[src/rtl/scan_seq_pkg.sv]
// Shared types for the row/column scan sequencer: state encoding, strobe bundle,
// index-width helper and the Moore output decode.
package scan_seq_pkg;

  localparam logic [2:0] ST_IDLE      = 3'd0;
  localparam logic [2:0] ST_INIT      = 3'd1;
  localparam logic [2:0] ST_LOAD      = 3'd2;
  localparam logic [2:0] ST_START_ROW = 3'd3;
  localparam logic [2:0] ST_CALC      = 3'd4;
  localparam logic [2:0] ST_END_ROW   = 3'd5;
  localparam logic [2:0] ST_RES       = 3'd6;

  typedef enum logic [2:0] {
    IDLE      = ST_IDLE,
    INIT      = ST_INIT,
    LOAD      = ST_LOAD,
    START_ROW = ST_START_ROW,
    CALC      = ST_CALC,
    END_ROW   = ST_END_ROW,
    RES       = ST_RES
  } state_e;

  typedef struct packed {
    logic ready;
    logic busy;
    logic clr_reg;
    logic clr_out;
    logic put_input;
    logic ld_reg;
    logic sh_l;
    logic out_ready;
  } strobes_t;

  // Index width for an N-entry counter, never narrower than one bit.
  function automatic int unsigned idx_width(input int unsigned n);
    return (n <= 1) ? 1 : $clog2(n);
  endfunction

  function automatic strobes_t decode(input state_e s);
    strobes_t o;
    o           = '0;
    o.ready     = (s == IDLE);
    o.busy      = (s != IDLE);
    o.clr_reg   = (s == INIT);
    o.clr_out   = (s == INIT);
    o.put_input = (s == INIT);
    o.ld_reg    = (s == LOAD);
    o.sh_l      = (s == CALC);
    o.out_ready = (s == RES);
    return o;
  endfunction

endpackage

[src/rtl/scan_counter.sv]
// Saturating mod-N index counter with clear, enable and registered terminal count.
module scan_counter
  import scan_seq_pkg::*;
#(
  parameter int unsigned N = 8,
  parameter int unsigned W = idx_width(N)
) (
  input  logic         clk,
  input  logic         rst,
  input  logic         clr,
  input  logic         en,
  output logic [W-1:0] idx,
  output logic         tc
);

  logic [W-1:0] idx_nxt;

  // Holds at N-1; only a clear returns the index to zero.
  always_comb begin
    idx_nxt = idx;
    if (clr)
      idx_nxt = '0;
    else if (en && !tc)
      idx_nxt = idx + W'(1);
  end

  always_ff @(posedge clk or negedge rst) begin
    if (!rst) begin
      idx <= '0;
      tc  <= (N == 1);
    end else begin
      idx <= idx_nxt;
      tc  <= (idx_nxt == W'(N - 1));
    end
  end

endmodule

[src/rtl/scan_sequencer.sv]
// ROWS x COLS scan sequencer with held result handshake and abort.
// Define SCAN_SEQ_STALL_EN to let `stall` pause column progress in Calc.
module scan_sequencer
  import scan_seq_pkg::*;
#(
  parameter int unsigned ROWS = 4,
  parameter int unsigned COLS = 8,
  localparam int unsigned RW  = idx_width(ROWS),
  localparam int unsigned CW  = idx_width(COLS)
) (
  input  logic          clk,
  input  logic          rst,
  input  logic          start,
  input  logic          abort,
  input  logic          stall,
  input  logic          outAck,
  output logic          ready,
  output logic          busy,
  output logic          clrReg,
  output logic          clrOut,
  output logic          putInput,
  output logic          ldReg,
  output logic          shL,
  output logic          outReady,
  output logic [RW-1:0] rowIdx,
  output logic [CW-1:0] colIdx,
  output logic          lastCol,
  output logic          lastRow
);

  state_e   state, state_nxt;
  strobes_t outs, outs_nxt;
  logic     row_clr, row_en, col_clr, col_en;
  logic     stall_eff;

`ifdef SCAN_SEQ_STALL_EN
  assign stall_eff = stall;
`else
  logic unused_stall;
  assign unused_stall = stall;
  assign stall_eff    = 1'b0;
`endif

  scan_counter #(.N(ROWS), .W(RW)) u_row (
    .clk (clk),
    .rst (rst),
    .clr (row_clr),
    .en  (row_en),
    .idx (rowIdx),
    .tc  (lastRow)
  );

  scan_counter #(.N(COLS), .W(CW)) u_col (
    .clk (clk),
    .rst (rst),
    .clr (col_clr),
    .en  (col_en),
    .idx (colIdx),
    .tc  (lastCol)
  );

  always_ff @(posedge clk or negedge rst) begin
    if (!rst) begin
      state <= IDLE;
      outs  <= decode(IDLE);
    end else begin
      state <= state_nxt;
      outs  <= outs_nxt;
    end
  end

  // Next state, counter controls, and strobes pre-decoded for the next state.
  always_comb begin
    state_nxt = state;
    row_clr   = 1'b0;
    row_en    = 1'b0;
    col_clr   = 1'b0;
    col_en    = 1'b0;
    case (state)
      IDLE:      if (start) state_nxt = INIT;
      INIT: begin
        row_clr   = 1'b1;
        state_nxt = LOAD;
      end
      LOAD:      state_nxt = START_ROW;
      START_ROW: begin
        col_clr   = 1'b1;
        state_nxt = CALC;
      end
      CALC: begin
        if (!stall_eff) begin
          col_en = 1'b1;
          if (lastCol) state_nxt = END_ROW;
        end
      end
      END_ROW: begin
        if (lastRow) begin
          row_clr   = 1'b1;
          state_nxt = RES;
        end else begin
          row_en    = 1'b1;
          state_nxt = START_ROW;
        end
      end
      RES:       if (outAck) state_nxt = IDLE;
      default:   state_nxt = IDLE;
    endcase
    // Abort overrides every transition and clears both indices.
    if (abort && (state != IDLE)) begin
      state_nxt = IDLE;
      row_clr   = 1'b1;
      col_clr   = 1'b1;
      row_en    = 1'b0;
      col_en    = 1'b0;
    end
    outs_nxt = decode(state_nxt);
  end

  assign ready    = outs.ready;
  assign busy     = outs.busy;
  assign clrReg   = outs.clr_reg;
  assign clrOut   = outs.clr_out;
  assign putInput = outs.put_input;
  assign ldReg    = outs.ld_reg;
  assign shL      = outs.sh_l & ~stall_eff;
  assign outReady = outs.out_ready;

endmodule

[config.mk]
export PLATFORM = sky130hd
export DESIGN_NAME = scan_sequencer
export DESIGN_NICKNAME = d
export VERILOG_FILES = /design/src/rtl/scan_seq_pkg.sv /design/src/rtl/scan_counter.sv /design/src/rtl/scan_sequencer.sv
export SDC_FILE = /design/constraint.sdc
export NUM_CORES = 1
export LEC_CHECK = 0
export ABC_AREA = 1
export CAP_MARGIN = 20
export CELL_PAD_IN_SITES_DETAIL_PLACEMENT = 0
export CELL_PAD_IN_SITES_GLOBAL_PLACEMENT = 1
export CORE_AREA = 2 2 64 42
export CTS_CLUSTER_SIZE = 20
export DETAILED_ROUTE_END_ITERATION = 8
export DIE_AREA = 0 0 66 44
export GPL_ROUTABILITY_DRIVEN = 0
export PLACE_DENSITY = 0.82
export SYNTH_ARGS = -nofsm -noshare
export SYNTH_HDL_FRONTEND = slang
export SYNTH_SLANG_ARGS = --single-unit
[constraint.sdc]
create_clock -name clk -period 2.82 [get_ports clk]
set_input_delay 0.564 -clock clk [delete_from_list [all_inputs] [get_ports clk]]
set_output_delay 0.564 -clock clk [all_outputs]
set_load 0.01 [all_outputs]
==> results.md <==
* CP max stage delay at 520 ps
* Syn_area_per_cell at approximately 9 µm²
* CTS Buf Count at 3
* Layout cells sized above 1 at 0.255
* Worst setup SP type: flop
* Iter 0 DRT Violations at 17
* Layout Cells excl Fill at between 100 and 150
* Crit path DAT at 1280 ps
* Average wire per standard cell at 10.2 µm
* Nature of the critical path endpoint: primary output
* Largest net degree at the start of global routing at 17
* Routed Antenna Nets at 0
* Launch point of the worst reg-to-reg path: state[2]$_DFF_PN0_
* Critical path's top delay family: buffers and inverters
* IO buf count at 19
* Hold Fails Final Rpt at 0
* Die H at 44 µm
* Distinct cells, synth at 22
* Synth Net Count at 97
* Crit-path cells: clkdlybuf4s50_1
* Hold WC Path Type: reg -> reg
* CP max FO at 1
* RSZ-0062 raised after global routing: false
* Pre-CTS setup slack at 987 ps
* Minimum clock period at 1840 ps
* Maximum vdd drop at 0.000359 V
* H-tree levels at 1
* Setup TNS at 0 ps
* Total gr overflow at 0
* Initial Utilization at 0.343
* Commonest non-fill, non-tap cell in the layout: clkdlybuf4s50_1
* R2R depth at 9
* Final period utilization at 0.652
* Final worst slack at 980 ps
* Cell count after synthesis at 90
* Placed cells at 138
* Highest clock rate at about 540 MHz
* Clock Skew at approximately 3.3 ps
* Final Cell Area at 0.00107 mm²
* Yosys top cell by area: dfrtp_1
* Post-synth top area share at 0.466
* FILL cells at 236
* N_diodes at 0
* Utilization after layout at 0.455
* Worst-Skew Late Latency at 250 ps
* Critical path type: reg -> out
* Clock Path Buffers at 2
* Row count at 14
* Worst hold path depth at 2
* Die area at 0.00290 mm²
* Min-delay src: u_row.idx[1]$_DFF_PN0_
* CP max stage cell: clkdlybuf4s50_1
* Hold endpoint: u_row.idx[1]$_DFF_PN0_
* CTS root buf: clkbuf_8
* Drt pass-1 iters at 4
* Final hold slack at 563 ps
* Max_slew headroom at 0.540
* Hold Buf Count CTS at 0
* Via Count at between 600 and 700
* DRC at 0
* CTS sink count at 16
* Final #Nets at about 120
* Overall Global Routing Usage at 0.110
* Slew @ Worst Pin at between 600 and 700 ps
* Number of max-cap violations at 0
* DP HPWL at between 1000 and 1500 µm
* Post-synthesis sequential area ratio at 0.498
* DP Area at just over 0.001 mm²
* Outcome: finished, final reports clean
* Reg clk slew, reported paths at 60 ps
* Fin. max-slew vios at 0
* R2R Setup Slk at 1480 ps
* Most frequent cells in the layout: clkdlybuf4s50_1, dfrtp_1, nand2_1
* Cts repair resizes at 0
* CTS tree: done
* # IOs at 21
* Area Overhead vs Synth at 32.6%
* Power Density at 950 mW/mm²
* YS warnings at 0
* FF+latch count, synth at 16
* Final setup fails at 0
* Core Box Area at 0.00235 mm²
* Worst path required time at 2260 ps
* Postcts setup bufs at 0
* Number of cells on the critical path at 1
* R2r endpoint: outReady$_DFF_PN0_
* Tot Pwr at slightly above 1 mW
* Vias/cell at 4.35
* Drt total wl at ~1500 µm
* Global-route wire length before repair at 2350 µm
* Die width at 66 µm
* Synthesized area at 806 µm²
* WP buf/inv at 1
* Leakage at 0.528 nW
* Synth area leaders: dfrtp_1, nand2_2, nand3_1
* Initial antenna violation count at 0
* Vias in the first global route at 548
==> registers in the layout (all words and copies together), names as in the netlist <==
signal     count
busy           1
ldReg          1
outReady       1
putInput       1
ready          1
shL            1
state          3
u_col.idx      3
u_col.tc       1
u_row.idx      2
u_row.tc       1
==> how the worst max path moves through the flow <==
| stage | to | startpoint | slack [ps] |
|---|---|---|---|
| after global routing | ready | ready$_DFF_PN1_ | 950 |
| after floorplan | u_col.tc$_DFF_PN0_ | abort | 1620 |
| after CTS | ready | ready$_DFF_PN1_ | 970 |
| after global placement | u_col.tc$_DFF_PN0_ | abort | 1000 |
| after detailed placement | u_col.tc$_DFF_PN0_ | abort | 990 |
| final | ready | ready$_DFF_PN1_ | 980 |
==> routing by layer <==
metal  vias up  wire (µm)  GRT usage
li1        318          -          -
met1       285        726      0.151
met2        15        621      0.158
met3         0        103     0.0545
met4         0          0     0.0245
met5         -          0          0
==> cells by family (layout without fill, tap and decap cells) <==
logic type,after synthesis,count (layout),synth area share
buf+inv,18,38,0.0978
fa+ha+maj,1,1,0.0155
compound gates,4,4,0.0279
flops,16,16,0.498
xor+xnor,2,2,0.0217
simple gates,49,49,0.338
==> Yosys cell counts <==
| cell | number |
|---|---|
| dfrtp_1 | 15 |
| nand2_1 | 11 |
| inv_1 | 9 |
| nand2_2 | 9 |
| nand3_1 | 9 |
| nor2_1 | 9 |
| inv_2 | 6 |
| buf_4 | 3 |
| nand3_2 | 3 |
| nand4_1 | 3 |
| nor2_2 | 2 |
| a21oi_1 | 1 |
| dfstp_2 | 1 |
| ha_1 | 1 |
| nand2_4 | 1 |
| nor2_4 | 1 |
| nor3b_2 | 1 |
| o211ai_1 | 1 |
| o21ai_0 | 1 |
| o21ai_1 | 1 |
| xnor2_1 | 1 |
| xor2_1 | 1 |
==> report_power, final <==
part / internal [mW] / switching, mW / total, mW / leakage [nW]
clock network: 0.124 / 0.0735 / 0.197 / 0.0288
registers: 0.296 / 0.0590 / 0.355 / 0.212
logic: 0.194 / 0.268 / 0.463 / 0.287
==> final cells by class <==
| cell class | instances | area (µm²) | share of cell area |
|---|---|---|---|
| inverters | 15 | 56.3 | 0.0527 |
| well taps | 32 | 40.0 | 0.0375 |
| clock buffers | 4 | 55.1 | 0.0515 |
| repair buffers | 19 | 190 | 0.178 |
| flip-flops and latches | 16 | 402 | 0.376 |
| multi-input cells | 56 | 325 | 0.304 |
No activity file was read; power rests on OpenSTA's default activity.
